### src/rtl/packer_pkg.sv
// Shared types and constants for the symbol packer: FSM encoding, default widths
// and a constant-safe clog2 helper.
package packer_pkg;

  typedef enum logic {
    IDLE = 1'b0,
    FILL = 1'b1
  } state_t;

  localparam int DEF_DATA_W = 2;
  localparam int DEF_WORD_W = 8;

  // Never returns 0, so a counter sized with it always has at least one bit.
  function automatic int clog2(input int value);
    int result;
    int rem;
    result = 0;
    rem    = value - 1;
    while (rem > 0) begin
      result++;
      rem = rem >> 1;
    end
    return (result < 1) ? 1 : result;
  endfunction

endpackage

### src/rtl/packer_reg_salida.sv
// One-entry valid/ready output holding register with sticky overflow on a dropped word.
// Optional parity_out is built when PACKER_SIMBOLOS_PARITY_EN is defined.
module packer_reg_salida #(
  parameter int WORD_W = 8
) (
  input  logic              clk,
  input  logic              reset,
  input  logic [WORD_W-1:0] word_in,
  input  logic              load_req,
  input  logic              ready_in,
  output logic [WORD_W-1:0] data_out,
  output logic              valid_out,
`ifdef PACKER_SIMBOLOS_PARITY_EN
  output logic              parity_out,
`endif
  output logic              overflow
);

  logic can_load;

  // An empty register, or one draining this very cycle, may take a new word.
  assign can_load = !valid_out || ready_in;

  // NOTE: sequential state uses non-blocking assignments so every register
  // samples the pre-edge values regardless of statement order.
  always_ff @(posedge clk) begin
    if (reset) begin
      data_out   <= '0;
      valid_out  <= 1'b0;
      overflow   <= 1'b0;
`ifdef PACKER_SIMBOLOS_PARITY_EN
      parity_out <= 1'b0;
`endif
    end else if (load_req && can_load) begin
      data_out   <= word_in;
      valid_out  <= 1'b1;
`ifdef PACKER_SIMBOLOS_PARITY_EN
      parity_out <= ^word_in;
`endif
    end else begin
      if (load_req) overflow <= 1'b1;
      if (valid_out && ready_in) valid_out <= 1'b0;
    end
  end

endmodule

### src/rtl/packer_simbolos.sv
// Packs the DATA_W-bit symbol stream from the memory mux into WORD_W-bit words.
// Optional parity output: define PACKER_SIMBOLOS_PARITY_EN.
module packer_simbolos
  import packer_pkg::*;
#(
  parameter int DATA_W    = DEF_DATA_W,
  parameter int WORD_W    = DEF_WORD_W,
  parameter int MSB_FIRST = 1
) (
  input  logic                                   clk,
  input  logic                                   reset,
  input  logic [DATA_W-1:0]                      data_in,
  input  logic                                   valid_in,
  input  logic                                   flush,
  input  logic                                   ready_in,
  output logic [WORD_W-1:0]                      data_out,
  output logic                                   valid_out,
`ifdef PACKER_SIMBOLOS_PARITY_EN
  output logic                                   parity_out,
`endif
  output logic                                   overflow,
  output logic [clog2(WORD_W/DATA_W)-1:0]        sym_count
);

  localparam int N     = WORD_W / DATA_W;
  localparam int CNT_W = clog2(N);

  state_t            state;
  logic [WORD_W-1:0] acc;
  logic [WORD_W-1:0] merged;
  logic              last_sym;
  logic              complete;
  int                base;

  // NOTE: every always_comb output gets a default first, so no path can infer a latch.
  always_comb begin
    merged = acc;
    if (MSB_FIRST != 0) base = WORD_W - DATA_W * (int'(sym_count) + 1);
    else                base = DATA_W * int'(sym_count);
    if (valid_in) merged[base +: DATA_W] = data_in;
    last_sym = valid_in && (sym_count == CNT_W'(N - 1));
    // A same-cycle symbol is merged before a flush closes the word.
    complete = last_sym || (flush && (state == FILL || valid_in));
  end

  always_ff @(posedge clk) begin
    if (reset) begin
      state     <= IDLE;
      sym_count <= '0;
      acc       <= '0;
    end else if (complete) begin
      // Clearing acc here is what zero-pads the next flushed word.
      state     <= IDLE;
      sym_count <= '0;
      acc       <= '0;
    end else if (valid_in) begin
      state     <= FILL;
      sym_count <= sym_count + 1'b1;
      acc       <= merged;
    end
  end

  packer_reg_salida #(
    .WORD_W(WORD_W)
  ) u_reg_salida (
    .clk       (clk),
    .reset     (reset),
    .word_in   (merged),
    .load_req  (complete),
    .ready_in  (ready_in),
    .data_out  (data_out),
    .valid_out (valid_out),
`ifdef PACKER_SIMBOLOS_PARITY_EN
    .parity_out(parity_out),
`endif
    .overflow  (overflow)
  );

endmodule

### config.mk
export PLATFORM = sky130hd
export DESIGN_NAME = packer_simbolos
export DESIGN_NICKNAME = d
export VERILOG_FILES = /design/src/rtl/packer_pkg.sv /design/src/rtl/packer_reg_salida.sv /design/src/rtl/packer_simbolos.sv
export SDC_FILE = /design/constraint.sdc
export NUM_CORES = 1
export LEC_CHECK = 0
export ABC_AREA = 1
export CAP_MARGIN = 0
export CORE_UTILIZATION = 45
export CTS_CLUSTER_SIZE = 14
export DETAILED_ROUTE_END_ITERATION = 6
export MAX_ROUTING_LAYER = met4
export PLACE_DENSITY = 0.73
export SYNTH_ARGS = -nofsm -noshare
export SYNTH_HDL_FRONTEND = slang
export SYNTH_SLANG_ARGS = --single-unit
### constraint.sdc
create_clock -name clk -period 1.3 [get_ports clk]
set_input_delay 0.195 -clock clk [delete_from_list [all_inputs] [get_ports clk]]
set_output_delay 0.195 -clock clk [all_outputs]
set_load 0.1 [all_outputs]
; After elaboration in Yosys (flattened, before gate mapping)
; Index checks and enable logic that the tools add are counted.
[word_totals]
input_bits = 7
word_cells = 29
output_inout_bits = 12
ff_bits = 21
[op_classes]
n_shift = 2
muxes = 4
bitwise = 1
reduce_logical = 11
eq_ne = 1
n_addsub = 4
[ops]
columns = cell, count
row1 = $neg 5->33, 1
row2 = $shift 2x33->8 const A, 1
row3 = $shiftx 2x33->8, 1
row4 = $bwmux 8, 1
row5 = $mux 8, 1
row6 = $sub 4x4->5 const A, 1
row7 = $logic_and 1x1->1, 4
row8 = $add 2x1->3 const B, 1
row9 = $logic_or 1x1->1, 3
row10 = $add 2x1->2 const B, 1
row11 = $eq 2x2->1 const B, 1
row12 = $mux 1, 2
row13 = $reduce_and 2->1, 1
row14 = $reduce_bool 2->1, 1
row15 = $reduce_or 2->1, 1
row16 = $logic_not 1->1, 1
row17 = $not 1->1, 1

; Depth between registers and ports, before layout
; Gate-level depths: netlist of the first run.
[depth]
word_depth = 6
ltp_mapped = 9
ltp_nobuf = 9

; By module
; From an unflattened synthesis of the first run, not the netlist that was laid out.
[unflattened]
hier_cells = 148
area_unflattened_um2 = 1031.0
[by_module_without_submodules]
columns = mod, instances, area_each_um2, seq_area_each_um2, cells_each
row1 = packer_simbolos, 1, 580.6, 220.2, 87
row2 = packer_reg_salida, 1, 450.4, 200.2, 61

; Worst setup path after synthesis of the first run
; No wires, ideal clock.
[synth_path]
kind = reg2reg
from = register sym_count[0]
to = register u_reg_salida.data_out[0]
setup_slack_ps = -842
required_ps = 1236
period_less_slack_ps = 2142
arrival_time_ps = 2078
stages_incl_launch_ff = 10
setup_time_ps = 64
path_buffers = 0
cell_sequence = dfxtp_1 -> inv_1 -> ha_1 -> inv_1 -> nand2_1 -> nor2_1 -> nand2_1 -> nand2_1 -> nor2_1 -> nor2_1
[synth_rtl]
columns = element, line
row1 = from (decl), packer_simbolos.sv:22  ; output logic [clog2(WORD_W/DATA_W)-1:0] sym_count
row2 = from (signal assigned), packer_simbolos.sv:58  ; sym_count <= sym_count + 1'b1;
row3 = to (signal assigned), packer_reg_salida.sv:35  ; data_out <= word_in;
row4 = to (decl), packer_reg_salida.sv:11  ; output logic [WORD_W-1:0] data_out,

; Worst setup path in the final report of the first run
[layout_path]
from = register sym_count[0]
to = output sym_count[0]
; No word-level cell between the ends.

==> results.sh, run 1 <==
export IMPL_dp_hpwl_um=1540
export IMPL_grt_overflow=0
export IMPL_critPathLaunchType="flop"
export IMPL_min_delay_path_depth=2
export IMPL_layoutNonFillerInstCount=206
export IMPL_die_area_mm2=0.00242
export IMPL_rr_startpoint="sym_count[0]"
export IMPL_die_y_um=49.2
export IMPL_wl_met1_um=949
export IMPL_skew_ps=2.79
export IMPL_die_x_um=49.2
export IMPL_worstHoldStart="reset"
export IMPL_synth_nets=160
export IMPL_synth_distinct_cells=15
export IMPL_worstPathMaxFanout=8
export IMPL_worst_r2r_setup_slack_ps=-10
export IMPL_viasPerCell=4.69
export IMPL_layout_setup_ws_ps=-32.1
export IMPL_cp_data_arrival_time_ps=1140
export IMPL_drtAntennaViolNets=0
export IMPL_core_area_mm2=0.00202
export IMPL_synthTopCellsByArea="dfxtp_1 (42%), nand2_1 (19%), nor2_1 (9.7%), inv_1 (7.9%), ha_1 (6.3%)"
export IMPL_grt_pass1_wl_um=3500
export IMPL_worstRegToRegCells=9
export IMPL_syn_inst=148
export IMPL_dr_pass1_iters=4
export IMPL_power_leakage_nw=0.716
export IMPL_setup_viol=2
export IMPL_clk_path_buf_depth=2
export IMPL_met3_length_um=57
export IMPL_crit_path_end_kind="output pin"
export IMPL_cts_sinks=21
export IMPL_antenna_found_initial=0
export IMPL_cts_tree="yes"
export IMPL_fin_crit_sh_pct=102
export IMPL_violations="setup timing"
export IMPL_mostFrequentLayoutCells="nand2_1 (42), nor2_1 (21), dfxtp_1 (18), inv_1 (17), buf_12 (13)"
export IMPL_first_iter_violations=24
export IMPL_clk_pin_slew_ps=110
export IMPL_cts_made_buffers=3
export IMPL_grt_usage_pct=19.0
export IMPL_wire_per_inst_um=10.3
export IMPL_ys_warn_count=0
export IMPL_final_nets=192
export IMPL_rows=16
export IMPL_clk_latency_ps=290
export IMPL_drc=0
export IMPL_numPortBuffers=18
export IMPL_synth_top_area_cell="dfxtp_1"
export IMPL_synthToLayoutAreaGrowth_pct=53.9
export IMPL_max_slew_worst_pin_slew_ps=258
export IMPL_via_count=967
export IMPL_post_place_ws_ps=-191
export IMPL_netlist_area_leader_share_pct=42.0
export IMPL_slew_viol_final=0
export IMPL_finalPower_mw=1.52
export IMPL_holdWs_ps=456
export IMPL_reg2reg_to="u_reg_salida.data_out[1]"
export IMPL_final_common_cell="nand2_1"
export IMPL_start_util_pct=49.5
export IMPL_antenna_cells=0
export IMPL_hold_class="input port to flop"
export IMPL_drive_gt1_share_pct=33.0
export IMPL_worst_ep_required_time_ps=1110
export IMPL_cap_violations=0
export IMPL_fmax_mhz=751
export IMPL_finalHoldViolations=0
export IMPL_synth_ff_latch_count=21
export IMPL_synth_area_mm2=0.00100
export IMPL_cts_root_buffer="clkbuf_4"
export IMPL_hold_path_endpoint="u_reg_salida.valid_out"
export IMPL_power_density_mw_per_mm2=989
export IMPL_syn_area_per_cell_um2=6.76
export IMPL_path_class="flop to output pin"
export IMPL_slew_headroom_pct=82.6
export IMPL_place_congestion=0.812
export IMPL_placedCellCount=198
export IMPL_grt_max_degree=17
export IMPL_post_route_min_period_ps=1330
export IMPL_final_util_pct=76.2
export IMPL_ys_seq_area_share_pct=42.0
export IMPL_finalWirelength_um=2130
export IMPL_grt_pass1_vias=862
export IMPL_peakVddDrop_mv=0.551
export IMPL_htreeDepth=1
export IMPL_wl_met2_um=1090
export IMPL_fill_cells=146
export IMPL_pin_count=19
export IMPL_highest_layer="met4"
export IMPL_status="complete, but fails checks"
export IMPL_rsz0062_at_grt="true"
export IMPL_postCtsHoldBufs=0
==> cells in the mapped netlist (all sizes together) <==
master / n
o21ai: 2
o21a: 1
clkinv: 1
nand3: 1
buf: 2
nor2: 26
dfxtp: 21
inv: 22
ha: 5
nand2: 56
a21oi: 11
==> cell families (layout without fill, tap and decap cells) <==
logic type	Yosys count	in the layout	share of synthesized area, %
simple gates	83	84	34.2
flops	21	21	42.0
compound gates	14	14	7.25
fa+ha+maj	5	5	6.25
buf+inv	25	55	10.2
==> routing by layer <==
metal  up-vias  global-route usage [%]
li1        506                       -
met1       435                    22.8
met2        21                    32.0
met3         5                    2.80
met4         0                    6.86
met5         -                       -
==> timing repair <==
action,in CTS,in global routing
pin swaps,0,7
cloned,0,1
setup endpoints to repair,3,16
resized for setup,1,21
setup buffers,2,1
==> sequential cells by signal (all words and copies together), names as in the netlist <==
name / count
u_reg_salida.data_out: 8
sym_count: 2
acc: 8
u_reg_salida.overflow: 1
state: 1
u_reg_salida.valid_out: 1
==> area by class of cell <==
cell class,count,area [um2],share of cell area (%)
Multi-Input combinational cell,103,574,37.3
Sequential cell,21,429,27.9
Timing Repair Buffer,28,388,25.2
Inverter,23,88.8,5.77
Tap cell,27,33.8,2.19
Clock buffer,4,26.3,1.71
==> critical path, cell delays in order, from the launching register on <==
cell and delay [ps]:
dfxtp_4 440, buf_4 130, buf_4 110, buf_12 160
==> stage by stage <==
stage	setup TNS, ps	instance area (um2)
after global routing	-688	1540
final	-42.8	1540
after CTS	0	1470
after global placement	-3040	1430
after floorplan	-977	1050
after detailed placement	-3430	1430
==> report_power, final <==
group	switching, mW	total, mW	internal, mW
clock	0.184	0.304	0.119
sequential	0.0335	0.706	0.673
combinational	0.318	0.513	0.194
total	0.536	1.52	0.987
==> worst max path at each step <==
stage	endpoint	startpoint	cells after the start
floorplan	u_reg_salida.data_out[2]	sym_count[1]	8
finish	sym_count[0]	sym_count[0]	3
global placement	u_reg_salida.data_out[2]	valid_in	6
global route	u_reg_salida.data_out[1]	sym_count[0]	9
detailed placement	u_reg_salida.data_out[7]	valid_in	8
CTS	u_reg_salida.data_out[2]	sym_count[0]	8
(Power assumes the default switching activity.)
==> inputs of run 2 (changes only) <==
GPL_ROUTABILITY_DRIVEN = 0   (was default)
==> results of run 2 <==
No change in the layout: final DEF, timing and power equal those of run 1.
==> inputs of run 3 (changes only) <==
CORE_ASPECT_RATIO = 1.2   (was default)
==> run 3 against run 2 <==
The run still ends with setup timing left. Maximum frequency grew 1.9%. Setup slack gained 24 ps. Clock skew decreased by 1.7 ps. First-iteration DRC count rose by 4.2%. Via count is 1.6% higher. Utilization fell by 3.7 points. Critical path depth rose by 5. Power rose by 0.68%. Critical endpoint is now u_reg_salida.data_out[2].
==> results.sh, run 3 (synthesis gave the netlist of run 1 again) <==
export IMPL_grt_pass1_wl_um=3340
export IMPL_tns_ps=-11.6
export IMPL_die_x_um=45.1
export IMPL_hold_class="input port to flop"
export IMPL_first_iter_violations=25
export IMPL_top_regs="acc (8), u_reg_salida.data_out (8), sym_count (2)"
export IMPL_setup_viol=2
export IMPL_fin_crit_sh_pct=101
export IMPL_cp_data_arrival_time_ps=1570
export IMPL_cts_sinks=21
export IMPL_cp_slowest_cell="dfxtp_4"
export IMPL_finalHoldViolations=0
export IMPL_core_area_mm2=0.00207
export IMPL_clk_path_buf_depth=2
export IMPL_dp_hpwl_um=1560
export IMPL_grt_overflow=0
export IMPL_rows=18
export IMPL_slew_viol_final=0
export IMPL_wire_per_inst_um=10.6
export IMPL_critPathLaunchType="flop"
export IMPL_drive_gt1_share_pct=27.7
export IMPL_htreeDepth=1
export IMPL_dr_pass1_iters=4
export IMPL_max_slew_worst_pin_slew_ps=334
export IMPL_crit_path_end_kind="flop"
export IMPL_fmax_mhz=765
export IMPL_peakVddDrop_mv=0.741
export IMPL_antenna_found_initial=0
export IMPL_violations="setup timing"
export IMPL_cts_tree="yes"
export IMPL_start_util_pct=48.3
export IMPL_antenna_cells=0
export IMPL_finalWirelength_um=2200
export IMPL_post_route_min_period_ps=1310
export IMPL_pin_count=19
export IMPL_skew_ps=1.12
export IMPL_clk_pin_slew_ps=120
export IMPL_path_class="flop to flop"
export IMPL_crit_family="simple AND/OR/NAND/NOR gates"
export IMPL_final_common_cell="nand2_1"
export IMPL_slew_headroom_pct=77.7
export IMPL_power_leakage_nw=0.709
export IMPL_grt_max_degree=17
export IMPL_drtAntennaViolNets=0
export IMPL_numPortBuffers=18
export IMPL_mostFrequentLayoutCells="nand2_1 (49), nor2_1 (21), inv_1 (18), dfxtp_1 (18), buf_12 (13)"
export IMPL_postCtsHoldBufs=0
export IMPL_slowest_delay_ps=420
export IMPL_design_area_mm2=0.00150
export IMPL_crit_buf_inv=1
export IMPL_grt_usage_pct=19.6
export IMPL_cap_violations=0
export IMPL_cts_root_buffer="clkbuf_4"
export IMPL_final_nets=190
export IMPL_worstPathMaxFanout=6
export IMPL_drc=0
export IMPL_clk_latency_ps=310
export IMPL_viasPerCell=4.74
export IMPL_rsz0062_at_grt="true"
export IMPL_via_count=982
export IMPL_synthToLayoutAreaGrowth_pct=50.0
export IMPL_holdWs_ps=440
export IMPL_final_util_pct=72.5
export IMPL_die_area_mm2=0.00242
export IMPL_path_cells="inv_4 > ha_4 > nand2_2 > nor2_2 > nand2_1 > nand2_1 > nor2_1 > nor2_1"
export IMPL_power_density_mw_per_mm2=1020
export IMPL_place_area_mm2=0.00143
export IMPL_grt_pass1_vias=879
export IMPL_layout_setup_ws_ps=-7.65
export IMPL_worst_ep_required_time_ps=1560
export IMPL_cts_made_buffers=3
export IMPL_die_y_um=53.7
export IMPL_post_place_ws_ps=-257
export IMPL_status="complete, but fails checks"
==> run 3: cell types whose count changed in the layout (fill, tap and decap cells not counted), sizes merged <==
cell	before	now
buf	22	21
nand3	2	1
clkbuf	4	3
clkinv	1	2
==> run 3: repair_timing <==
action | 4_1_cts | 5_1_grt
setup endpoints to repair | 4 | 11
buffers inserted | 1 | 1
resized for setup | 0 | 13
pin swaps | 0 | 6
==> run 3: layout make-up <==
cell class / count / area (um2)
clock buffers: 3 / 22.5
clock inverters: 1 / 5.00
fillers: 177 / 571
inverters: 23 / 88.8
multi-input cells: 102 / 538
flip-flops and latches: 21 / 429
well taps: 30 / 37.5
repair buffers: 27 / 380
==> run 3: worst paths after layout <==
check	start	end	slack, ps	depth (start not counted)
worst min-delay path	reset	u_reg_salida.valid_out	440	2
worst max register to register	sym_count[0]	u_reg_salida.data_out[2]	-8	8
worst max-delay path	sym_count[0]	u_reg_salida.data_out[2]	-8	8
worst min register to register	acc[0]	acc[0]	480	2
==> run 3: per-stage QoR <==
stage / total power [mW] / instances
finish: 1.53 / 207
global route: 1.59 / 207
CTS: 1.52 / 206
detailed placement: 1.20 / 201
global placement: 1.19 / 201
floorplan: 1.02 / 148
==> run 3: power breakdown <==
part | switching [mW] | total [mW] | internal (mW)
clock | 0.210 | 0.325 | 0.115
sequential | 0.0309 | 0.704 | 0.673
combinational | 0.315 | 0.504 | 0.190
==> run 3: metal layers <==
metal	up-vias	GRT usage [%]	wire length (um)
met5	-	-	0
met4	0	12.6	68
met3	9	2.68	92
met2	39	35.7	1160
met1	441	19.0	879
li1	493	-	-
